===== config.mk =====
export PLATFORM = sky130hd
export DESIGN_NAME = regfile_write_arbiter_flat
export DESIGN_NICKNAME = d
export VERILOG_FILES = /design/src/rtl/regfile_write_arbiter_if.sv /design/src/rtl/regfile_write_arbiter.sv /design/src/flat_wrapper.sv
export SDC_FILE = /design/constraint.sdc
export NUM_CORES = 1
export LEC_CHECK = 0
export ABC_AREA = 1
export CAP_MARGIN = 40
export CORE_ASPECT_RATIO = 0.8
export CORE_MARGIN = 3
export CORE_UTILIZATION = 40
export CTS_CLUSTER_DIAMETER = 120
export DETAILED_ROUTE_END_ITERATION = 8
export GPL_TIMING_DRIVEN = 0
export PLACE_DENSITY = 0.77
export SLEW_MARGIN = 30
export SYNTH_ARGS = -nofsm -noshare
export SYNTH_HDL_FRONTEND = slang
export SYNTH_SLANG_ARGS = --single-unit

===== constraint.sdc =====
create_clock -name clk -period 2.3 [get_ports clk]
set_input_delay 0.46 -clock clk [delete_from_list [all_inputs] [get_ports clk]]
set_output_delay 0.46 -clock clk [all_outputs]
set_load 0.03 [all_outputs]

===== src/rtl/regfile_write_arbiter_if.sv =====
// Writeback request, scoreboard-mark and register-file write bus shared by
// the register-file write arbiter and its clients.
interface regfile_write_arbiter_if #(
    parameter int unsigned ADDR_BITS = 3,
    parameter int unsigned DATA_BITS = 8
);
    localparam int unsigned NREGS = 1 << ADDR_BITS;

    logic                 alu_valid;
    logic                 alu_ready;
    logic [ADDR_BITS-1:0] alu_addr;
    logic [DATA_BITS-1:0] alu_data;
    logic                 mem_valid;
    logic                 mem_ready;
    logic [ADDR_BITS-1:0] mem_addr;
    logic [DATA_BITS-1:0] mem_data;
    logic                 mark_valid;
    logic [ADDR_BITS-1:0] mark_addr;
    logic                 wr_enable;
    logic [ADDR_BITS-1:0] wr_addr;
    logic [DATA_BITS-1:0] wr_data;
    logic [NREGS-1:0]     pending;

    modport master (
        output alu_valid, alu_addr, alu_data,
        output mem_valid, mem_addr, mem_data,
        output mark_valid, mark_addr,
        input  alu_ready, mem_ready,
        input  wr_enable, wr_addr, wr_data, pending
    );

    modport slave (
        input  alu_valid, alu_addr, alu_data,
        input  mem_valid, mem_addr, mem_data,
        input  mark_valid, mark_addr,
        output alu_ready, mem_ready,
        output wr_enable, wr_addr, wr_data, pending
    );
endinterface


===== src/rtl/regfile_write_arbiter.sv =====
// Round-robin arbiter sharing the register-file write port between the ALU
// and memory-load writeback paths, plus a per-register pending scoreboard.
module regfile_write_arbiter #(
    parameter int unsigned ADDR_BITS = 3,
    parameter int unsigned DATA_BITS = 8
) (
    input  logic                    clk,
    input  logic                    reset,
    regfile_write_arbiter_if.slave  bus
);
    localparam int unsigned NREGS = 1 << ADDR_BITS;

    typedef enum logic {
        SRC_ALU = 1'b0,
        SRC_MEM = 1'b1
    } src_e;

    src_e                 last_grant;
    src_e                 last_grant_nxt;
    logic                 alu_grant;
    logic                 mem_grant;
    logic                 wr_enable_q;
    logic [ADDR_BITS-1:0] wr_addr_q;
    logic [DATA_BITS-1:0] wr_data_q;
    logic [NREGS-1:0]     pending_q;
    logic [NREGS-1:0]     pending_nxt;

    // Grant selection: a lone requester wins; on contention the source that
    // was not served last wins. Nothing is granted while reset is high.
    always_comb begin
        alu_grant      = 1'b0;
        mem_grant      = 1'b0;
        last_grant_nxt = last_grant;
        if (!reset) begin
            if (bus.alu_valid && (!bus.mem_valid || last_grant == SRC_MEM)) begin
                alu_grant = 1'b1;
            end else if (bus.mem_valid) begin
                mem_grant = 1'b1;
            end
        end
        if (alu_grant) begin
            last_grant_nxt = SRC_ALU;
        end else if (mem_grant) begin
            last_grant_nxt = SRC_MEM;
        end
    end

    // Scoreboard: a new mark beats a completing write to the same register.
    always_comb begin
        pending_nxt = pending_q;
        for (int unsigned i = 0; i < NREGS; i++) begin
            if (bus.mark_valid && bus.mark_addr == ADDR_BITS'(i)) begin
                pending_nxt[i] = 1'b1;
            end else if (wr_enable_q && wr_addr_q == ADDR_BITS'(i)) begin
                pending_nxt[i] = 1'b0;
            end
        end
    end

    always_ff @(posedge clk) begin
        if (reset) begin
            last_grant  <= SRC_MEM;
            wr_enable_q <= 1'b0;
            wr_addr_q   <= '0;
            wr_data_q   <= '0;
            pending_q   <= '0;
        end else begin
            last_grant  <= last_grant_nxt;
            wr_enable_q <= alu_grant | mem_grant;
            pending_q   <= pending_nxt;
            if (alu_grant) begin
                wr_addr_q <= bus.alu_addr;
                wr_data_q <= bus.alu_data;
            end else if (mem_grant) begin
                wr_addr_q <= bus.mem_addr;
                wr_data_q <= bus.mem_data;
            end
        end
    end

    assign bus.alu_ready = alu_grant;
    assign bus.mem_ready = mem_grant;
    assign bus.wr_enable = wr_enable_q;
    assign bus.wr_addr   = wr_addr_q;
    assign bus.wr_data   = wr_data_q;
    assign bus.pending   = pending_q;
endmodule


===== src/flat_wrapper.sv =====
// flat-port wrapper written by rule: the top's interface ports become plain ports
module regfile_write_arbiter_flat 
#(
    parameter int unsigned ADDR_BITS = 3,
    parameter int unsigned DATA_BITS = 8
)
  (clk, reset, bus_alu_valid, bus_alu_addr, bus_alu_data, bus_mem_valid, bus_mem_addr, bus_mem_data, bus_mark_valid, bus_mark_addr, bus_alu_ready, bus_mem_ready, bus_wr_enable, bus_wr_addr, bus_wr_data, bus_pending);
  regfile_write_arbiter_if #(.ADDR_BITS(ADDR_BITS), .DATA_BITS(DATA_BITS)) bus_i ();
  input  logic clk;
  input  logic reset;
  input wire logic [$bits(bus_i.alu_valid)-1:0] bus_alu_valid;
  input wire logic [$bits(bus_i.alu_addr)-1:0] bus_alu_addr;
  input wire logic [$bits(bus_i.alu_data)-1:0] bus_alu_data;
  input wire logic [$bits(bus_i.mem_valid)-1:0] bus_mem_valid;
  input wire logic [$bits(bus_i.mem_addr)-1:0] bus_mem_addr;
  input wire logic [$bits(bus_i.mem_data)-1:0] bus_mem_data;
  input wire logic [$bits(bus_i.mark_valid)-1:0] bus_mark_valid;
  input wire logic [$bits(bus_i.mark_addr)-1:0] bus_mark_addr;
  output wire logic [$bits(bus_i.alu_ready)-1:0] bus_alu_ready;
  output wire logic [$bits(bus_i.mem_ready)-1:0] bus_mem_ready;
  output wire logic [$bits(bus_i.wr_enable)-1:0] bus_wr_enable;
  output wire logic [$bits(bus_i.wr_addr)-1:0] bus_wr_addr;
  output wire logic [$bits(bus_i.wr_data)-1:0] bus_wr_data;
  output wire logic [$bits(bus_i.pending)-1:0] bus_pending;
  assign bus_i.alu_valid = bus_alu_valid;
  assign bus_i.alu_addr = bus_alu_addr;
  assign bus_i.alu_data = bus_alu_data;
  assign bus_i.mem_valid = bus_mem_valid;
  assign bus_i.mem_addr = bus_mem_addr;
  assign bus_i.mem_data = bus_mem_data;
  assign bus_i.mark_valid = bus_mark_valid;
  assign bus_i.mark_addr = bus_mark_addr;
  assign bus_alu_ready = bus_i.alu_ready;
  assign bus_mem_ready = bus_i.mem_ready;
  assign bus_wr_enable = bus_i.wr_enable;
  assign bus_wr_addr = bus_i.wr_addr;
  assign bus_wr_data = bus_i.wr_data;
  assign bus_pending = bus_i.pending;
  regfile_write_arbiter #(.ADDR_BITS(ADDR_BITS), .DATA_BITS(DATA_BITS)) u_core (.clk(clk), .reset(reset), .bus(bus_i));
endmodule

==> run_summary.xml, run 1 <==
<?xml version="1.0" encoding="UTF-8"?>
<metrics>
  <group name="outcome">
    <metric name="outcome" unit="">finished clean</metric>
  </group>
  <group name="floorplanning">
    <metric name="num_io_pins" unit="">52</metric>
    <metric name="die-area" unit="um^2">4020</metric>
    <metric name="initial_standard_cell_utilization_of_the_core" unit="%">44.8</metric>
    <metric name="placeableCoreArea" unit="um^2">2940</metric>
    <metric name="vertical_die_dimension" unit="um">57.3</metric>
    <metric name="floorplan.rows" unit="">17</metric>
    <metric name="die_w" unit="um">70.1</metric>
  </group>
  <group name="synthesis">
    <metric name="synthesis.yosys.warnings" unit="">0</metric>
    <metric name="synth_area" unit="um^2">1320</metric>
    <metric name="synth_area_per_cell" unit="um^2">6.51</metric>
    <metric name="mappedNetlistNets" unit="">232</metric>
    <metric name="yosysUniqueCellTypes" unit="">19</metric>
    <metric name="cells_after_synthesis" unit="">202</metric>
    <metric name="post_synth_main_area_contributors" unit="">sky130_fd_sc_hd__dfxtp_1 32%, sky130_fd_sc_hd__nand2_1 17%, sky130_fd_sc_hd__inv_1 12%, sky130_fd_sc_hd__nand3_2 7.6%, sky130_fd_sc_hd__nand4_1 5.2%</metric>
    <metric name="synth_sequential_area_ratio" unit="%">32.0</metric>
    <metric name="netlist.top_cell.by_area" unit="">sky130_fd_sc_hd__dfxtp_1</metric>
    <metric name="synth-seq-cells" unit="">21</metric>
    <metric name="netlist.area_leader.share" unit="%">32.0</metric>
  </group>
  <group name="job">
    <metric name="maxCapViolations" unit="">0</metric>
  </group>
  <group name="clock_network">
    <metric name="cts_root_buf" unit="">sky130_fd_sc_hd__clkbuf_8</metric>
    <metric name="post_cts_resize_count" unit="">2</metric>
    <metric name="htreeDepth" unit="">1</metric>
    <metric name="max-clock-path-buffers" unit="">2</metric>
    <metric name="holdBufCountCts" unit="">0</metric>
    <metric name="cts_tree" unit="">yes</metric>
    <metric name="insertion_delay" unit="ns">0.26</metric>
    <metric name="cts.reportedPaths.clkPinSlew" unit="ns">0.08</metric>
    <metric name="numCtsBuffers" unit="">3</metric>
    <metric name="cts.repair_timing.setup_buffer_count" unit="">0</metric>
    <metric name="tritoncts_num_sinks" unit="">21</metric>
  </group>
  <group name="finish">
    <metric name="final_core_util" unit="%">65.0</metric>
    <metric name="final_layout_size_suffix_gt1_share" unit="%">13.3</metric>
    <metric name="area.growth.synth_to_final" unit="%">45.0</metric>
    <metric name="num_antenna_cells" unit="">0</metric>
    <metric name="design.final.nets" unit="">287</metric>
  </group>
  <group name="timing">
    <metric name="finalSetupViolations" unit="">0</metric>
    <metric name="hold_violations" unit="">0</metric>
    <metric name="slew_headroom" unit="%">78.0</metric>
    <metric name="worst_clock_skew" unit="ns">0.00360</metric>
    <metric name="fmax" unit="MHz">451</metric>
    <metric name="fin_crit" unit="ns">2.22</metric>
    <metric name="min_period_over_period" unit="%">96.4</metric>
    <metric name="fin_setup_tns" unit="ns">0</metric>
    <metric name="post-route-worst-setup-slack" unit="ns">0.0823</metric>
    <metric name="timing_worst_slew_pin_value" unit="ns">0.328</metric>
    <metric name="unrepaired_setup_endpoints_after_global_routing" unit="">no</metric>
    <metric name="finalMaxSlewViolations" unit="">0</metric>
  </group>
  <group name="global_routing">
    <metric name="grt_start_max_net_pins" unit="">13</metric>
    <metric name="grtUsageTotal" unit="%">15.5</metric>
    <metric name="grt_pass1_wl" unit="um">5150</metric>
    <metric name="grt_overflow" unit="">0</metric>
    <metric name="number_of_antenna_violations_at_the_first_check_in_global_routing" unit="">0</metric>
    <metric name="grt_pass1_vias" unit="">1203</metric>
  </group>
  <group name="drt">
    <metric name="num_vias" unit="">1333</metric>
    <metric name="drtIter0Drc" unit="">67</metric>
    <metric name="viasPerCell" unit="">4.53</metric>
    <metric name="drt-total-wl" unit="um">3040</metric>
    <metric name="routed.top_layer" unit="">met4</metric>
    <metric name="wl_met2" unit="um">1280</metric>
    <metric name="detail_route.wl_per_cell" unit="um">10.3</metric>
    <metric name="met3WireLength" unit="um">218</metric>
    <metric name="route.layer.met1.wl" unit="um">1530</metric>
    <metric name="route.detailed.drc" unit="">0</metric>
    <metric name="firstDrtPassIters" unit="">4</metric>
    <metric name="antenna_left" unit="">0</metric>
  </group>
  <group name="pwr">
    <metric name="p_leak" unit="nW">0.972</metric>
    <metric name="power_density" unit="nW/um^2">498</metric>
    <metric name="ir_drop" unit="V">0.000315</metric>
  </group>
  <group name="place">
    <metric name="count_of_input_and_output_buffers" unit="">50</metric>
    <metric name="preCtsSetupSlack" unit="ns">-0.269</metric>
    <metric name="place_congestion" unit="">0.778</metric>
    <metric name="place_hpwl" unit="um">2520</metric>
  </group>
  <group name="hold_path">
    <metric name="hold_class" unit="">input port to register</metric>
  </group>
  <group name="setup_path">
    <metric name="crit_type" unit="">input port to primary output</metric>
    <metric name="cp_data_arrival_time" unit="ns">1.76</metric>
    <metric name="critical_path.endpoint_type" unit="">primary output</metric>
    <metric name="crit_path_max_fanout" unit="">10</metric>
    <metric name="start_kind" unit="">input port</metric>
    <metric name="crit_required" unit="ns">1.84</metric>
  </group>
</metrics>
[cells in the mapped netlist]
| cell | number |
|---|---|
| sky130_fd_sc_hd__nor2_1 | 16 |
| sky130_fd_sc_hd__nand3_1 | 12 |
| sky130_fd_sc_hd__buf_2 | 4 |
| sky130_fd_sc_hd__nand4_1 | 11 |
| sky130_fd_sc_hd__a21oi_1 | 8 |
| sky130_fd_sc_hd__inv_1 | 43 |
| sky130_fd_sc_hd__inv_6 | 1 |
| sky130_fd_sc_hd__nand3_4 | 1 |
| sky130_fd_sc_hd__dfxtp_1 | 21 |
| sky130_fd_sc_hd__nor2_2 | 2 |
| sky130_fd_sc_hd__o21ai_0 | 2 |
| sky130_fd_sc_hd__nand2_2 | 3 |
| sky130_fd_sc_hd__buf_6 | 5 |
| sky130_fd_sc_hd__buf_4 | 1 |
| sky130_fd_sc_hd__inv_2 | 1 |
| sky130_fd_sc_hd__nand3_2 | 10 |
| sky130_fd_sc_hd__nand2_1 | 59 |
| sky130_fd_sc_hd__nor2_8 | 1 |
| sky130_fd_sc_hd__o211ai_1 | 1 |
[per-stage QoR]
step	power [mW]	hold WS, ns	instance area (um^2)	cells
after global placement	0.720	0.451	1860	290
after CTS	0.961	0.440	1910	294
after detailed placement	0.725	0.456	1860	290
after global routing	1.00	0.446	1910	294
final	0.950	0.449	1910	294
after floorplan	0.597	0.499	1320	202
[cell usage in the layout (no fill, tap or decap)]
cell and instances:
sky130_fd_sc_hd__nor2_2 2, sky130_fd_sc_hd__inv_1 43, sky130_fd_sc_hd__buf_6 5, sky130_fd_sc_hd__o211ai_1 1, sky130_fd_sc_hd__clkdlybuf4s50_1 47, sky130_fd_sc_hd__a21oi_1 8, sky130_fd_sc_hd__inv_6 1, sky130_fd_sc_hd__nand4_1 11
sky130_fd_sc_hd__nand3_2 10, sky130_fd_sc_hd__buf_2 4, sky130_fd_sc_hd__buf_4 1, sky130_fd_sc_hd__nor2_8 1, sky130_fd_sc_hd__nand2_1 59, sky130_fd_sc_hd__clkbuf_2 1, sky130_fd_sc_hd__nand3_4 1, sky130_fd_sc_hd__dfxtp_1 21
sky130_fd_sc_hd__o21ai_0 2, sky130_fd_sc_hd__clkbuf_8 3, sky130_fd_sc_hd__nand2_2 3, sky130_fd_sc_hd__nor2_1 16, sky130_fd_sc_hd__clkinv_2 1, sky130_fd_sc_hd__nand3_1 12, sky130_fd_sc_hd__inv_2 1, sky130_fd_sc_hd__clkdlybuf4s15_1 1
sky130_fd_sc_hd__dlymetal6s2s_1 1
[path summary, 6_finish.rpt]
| check | start | end | slack [ns] | cells past startpoint |
|---|---|---|---|---|
| setup / recovery | bus_mem_valid | bus_alu_ready | 0.08 | 6 |
| hold / removal | reset | u_core.bus.pending[1] | 0.45 | 2 |
| hold reg to reg | u_core.bus.pending[1] | u_core.bus.pending[1] | 0.46 | 2 |
| setup reg to reg | u_core.last_grant | u_core.bus.wr_data[1] | 1.18 | 7 |
[worst max-delay path, stage by stage]
cell,delay [ns]
sky130_fd_sc_hd__clkdlybuf4s50_1,0.45
sky130_fd_sc_hd__nand2_2,0.14
sky130_fd_sc_hd__nand3_4,0.11
sky130_fd_sc_hd__buf_4,0.19
sky130_fd_sc_hd__inv_1,0.05
sky130_fd_sc_hd__clkdlybuf4s15_1,0.35
[flip-flops by register name, summed over array words and instances (netlist names)]
signal / count
u_core.bus.wr_data: 8
u_core.bus.wr_addr: 3
u_core.bus.wr_enable: 1
u_core.bus.pending: 8
u_core.last_grant: 1
[report_power, final]
group	internal, mW	switching, mW
sequential	0.389	0.0165
combinational	0.140	0.167
clock	0.121	0.117
total	0.650	0.300
[per-layer routing]
layer  track usage [%]  vias up
met3              4.75        4
met5                 0        -
met1              21.0      570
met2              25.0       38
li1                  -      721
met4              2.19        0
[cell type report]
type,instances,area (um^2)
Inverter,45,174
Timing Repair Buffer,50,498
Fill cell,301,1030
Buffer,10,83.8
Clock buffer,3,41.3
Tap cell,38,47.5
Clock inverter,1,5.00
Multi-Input combinational cell,126,637
Sequential cell,21,420
[kinds of logic (layout without fill, tap and decap cells)]
logic type,Yosys count,count (layout),synth area share [%]
AO/OA/AOI/OAI,11,11,4.38
buffers and inverters,55,109,19.6
flip-flops,21,21,32.0
AND/OR/NAND/NOR,115,115,44.1
No activity file was read; power rests on OpenSTA's default activity.
==> run 2: changes to the inputs <==
==> constraint.sdc (replaced) <==
create_clock -name clk -period 2.2 [get_ports clk]
set_input_delay 0.44 -clock clk [delete_from_list [all_inputs] [get_ports clk]]
set_output_delay 0.44 -clock clk [all_outputs]
set_load 0.03 [all_outputs]
==> run 2 against run 1 <==
Clock power increased by 4%. Clock skew is the same. Combinational power rose by 5%. Non-clock buffer count unchanged. Sequential share of layout area barely moved. First-iteration DRC count is the same. Critical endpoint is now bus_mem_ready. Final cell count is the same.
==> run_summary.xml, run 2 (same netlist as run 1, synthesis figures left out) <==
<?xml version="1.0" encoding="UTF-8"?>
<metrics>
  <group name="outcome">
    <metric name="outcome" unit="">finished clean</metric>
  </group>
  <group name="place">
    <metric name="count_of_placed_standard_cells_including_taps" unit="">290</metric>
    <metric name="place_congestion" unit="">0.778</metric>
    <metric name="place_hpwl" unit="um">2520</metric>
    <metric name="preCtsSetupSlack" unit="ns">-0.329</metric>
    <metric name="count_of_input_and_output_buffers" unit="">50</metric>
  </group>
  <group name="floorplanning">
    <metric name="floorplan.rows" unit="">17</metric>
    <metric name="num_io_pins" unit="">52</metric>
    <metric name="vertical_die_dimension" unit="um">57.3</metric>
    <metric name="die-area" unit="um^2">4020</metric>
    <metric name="die_w" unit="um">70.1</metric>
    <metric name="initial_standard_cell_utilization_of_the_core" unit="%">44.8</metric>
    <metric name="placeableCoreArea" unit="um^2">2940</metric>
  </group>
  <group name="drt">
    <metric name="num_vias" unit="">1333</metric>
    <metric name="drt-total-wl" unit="um">3040</metric>
    <metric name="drtIter0Drc" unit="">67</metric>
    <metric name="route.detailed.drc" unit="">0</metric>
    <metric name="firstDrtPassIters" unit="">4</metric>
    <metric name="detail_route.wl_per_cell" unit="um">10.3</metric>
    <metric name="viasPerCell" unit="">4.53</metric>
    <metric name="antenna_left" unit="">0</metric>
  </group>
  <group name="global_routing">
    <metric name="grt_overflow" unit="">0</metric>
    <metric name="grt_pass1_vias" unit="">1203</metric>
    <metric name="grt_start_max_net_pins" unit="">13</metric>
    <metric name="grt_pass1_wl" unit="um">5150</metric>
    <metric name="number_of_antenna_violations_at_the_first_check_in_global_routing" unit="">0</metric>
    <metric name="grtUsageTotal" unit="%">15.5</metric>
  </group>
  <group name="clock_network">
    <metric name="post_cts_resize_count" unit="">6</metric>
    <metric name="cts.reportedPaths.clkPinSlew" unit="ns">0.08</metric>
    <metric name="htreeDepth" unit="">1</metric>
    <metric name="tritoncts_num_sinks" unit="">21</metric>
    <metric name="cts_root_buf" unit="">sky130_fd_sc_hd__clkbuf_8</metric>
    <metric name="holdBufCountCts" unit="">0</metric>
    <metric name="cts_tree" unit="">yes</metric>
    <metric name="cts.repair_timing.setup_buffer_count" unit="">0</metric>
    <metric name="insertion_delay" unit="ns">0.26</metric>
    <metric name="max-clock-path-buffers" unit="">2</metric>
    <metric name="numCtsBuffers" unit="">3</metric>
  </group>
  <group name="timing">
    <metric name="hold-worst-slack" unit="ns">0.429</metric>
    <metric name="fmax" unit="MHz">470</metric>
    <metric name="fin_crit" unit="ns">2.13</metric>
    <metric name="worst_clock_skew" unit="ns">0.00360</metric>
    <metric name="finalMaxSlewViolations" unit="">0</metric>
    <metric name="slew_headroom" unit="%">78.0</metric>
    <metric name="timing_worst_slew_pin_value" unit="ns">0.328</metric>
    <metric name="min_period_over_period" unit="%">96.7</metric>
    <metric name="hold_violations" unit="">0</metric>
    <metric name="finalSetupViolations" unit="">0</metric>
    <metric name="post-route-worst-setup-slack" unit="ns">0.0724</metric>
    <metric name="unrepaired_setup_endpoints_after_global_routing" unit="">no</metric>
  </group>
  <group name="setup_path">
    <metric name="critical_path.endpoint_type" unit="">primary output</metric>
    <metric name="crit_path_max_fanout" unit="">10</metric>
    <metric name="cp_data_arrival_time" unit="ns">1.69</metric>
    <metric name="start_kind" unit="">input port</metric>
    <metric name="crit_type" unit="">input port to primary output</metric>
    <metric name="crit_required" unit="ns">1.76</metric>
  </group>
  <group name="finish">
    <metric name="multi_input_comb_area" unit="um^2">637</metric>
    <metric name="mostFrequentLayoutCells" unit="">59 x sky130_fd_sc_hd__nand2_1, 47 x sky130_fd_sc_hd__clkdlybuf4s50_1, 43 x sky130_fd_sc_hd__inv_1</metric>
    <metric name="nFillCells" unit="">299</metric>
    <metric name="num_antenna_cells" unit="">0</metric>
    <metric name="seq_area" unit="um^2">420</metric>
    <metric name="final_instance_count_excl_fillers" unit="">294</metric>
    <metric name="final_layout_size_suffix_gt1_share" unit="%">13.7</metric>
    <metric name="design.final.nets" unit="">287</metric>
    <metric name="mostFrequentLayoutCell" unit="">sky130_fd_sc_hd__nand2_1</metric>
    <metric name="area.growth.synth_to_final" unit="%">44.8</metric>
  </group>
  <group name="pwr">
    <metric name="power_density" unit="nW/um^2">521</metric>
    <metric name="p_int" unit="mW">0.679</metric>
    <metric name="power_switching" unit="mW">0.314</metric>
    <metric name="pwr-share-clk" unit="%">25.0</metric>
    <metric name="ir_drop" unit="V">0.000329</metric>
    <metric name="power_switching_share" unit="%">31.6</metric>
    <metric name="p_leak" unit="nW">0.964</metric>
    <metric name="comb_power_share" unit="%">32.3</metric>
    <metric name="power.sequential.fraction" unit="%">42.7</metric>
  </group>
  <group name="job">
    <metric name="maxCapViolations" unit="">0</metric>
  </group>
  <group name="hold_path">
    <metric name="hold_class" unit="">input port to register</metric>
  </group>
</metrics>
==> run 2: worst paths after layout <==
check / startpoint / endpoint / slack (ns) / cells after the start
max reg2reg: u_core.last_grant / u_core.bus.wr_data[1] / 1.08 / 7
min: reset / u_core.bus.pending[1] / 0.43 / 2
max: bus_mem_valid / bus_mem_ready / 0.07 / 7
min reg2reg: u_core.bus.pending[1] / u_core.bus.pending[1] / 0.46 / 2
==> run 2: routing by layer <==
layer	share of wire (%)	global-route usage, %	up-vias
met5	0	0	-
met2	42	25.0	38
met4	0.40	2.19	0
li1	-	-	721
met3	7.0	4.75	4
met1	50	21.0	570
==> run 2: area by class of cell <==
cell class,count,area share (%)
multi-input combinational,126,33.4
timing repair buffer,50,26.0
sequential,21,22.1
inverter,45,9.13
buffer,10,4.40
tap,38,2.50
clock buffer,3,2.17
clock inverter,1,0.263
==> run 2: power by group through the flow <==
stage          logic, mW  clock network (mW)  registers (mW)
2_1_floorplan      0.146                   0           0.479
3_3_place_gp       0.322                   0           0.431
5_1_grt            0.353               0.268           0.428
6_report           0.321               0.248           0.424
3_5_place_dp       0.325                   0           0.433
4_1_cts            0.324               0.256           0.424
==> run 2: critical path, cell delays in order <==
cell and delay [ns]:
sky130_fd_sc_hd__clkdlybuf4s50_1 0.51, sky130_fd_sc_hd__inv_2 0.07, sky130_fd_sc_hd__nor2_8 0.10, sky130_fd_sc_hd__nand2_2 0.09, sky130_fd_sc_hd__buf_6 0.15, sky130_fd_sc_hd__inv_1 0.05, sky130_fd_sc_hd__clkdlybuf4s15_2 0.28
==> run 2: through the flow <==
| step | TNS, ns | power (mW) | utilization (%) | area, um^2 |
|---|---|---|---|---|
| 3_3_place_gp | -0.631 | 0.753 | 63.5 | 1860 |
| 6_report | 0 | 0.993 | 64.9 | 1900 |
| 2_1_floorplan | 0 | 0.625 | - | 1320 |
| 3_5_place_dp | -0.640 | 0.758 | 63.5 | 1860 |
| 5_1_grt | 0 | 1.05 | 64.9 | 1900 |
| 4_1_cts | 0 | 1.01 | 65.0 | 1910 |
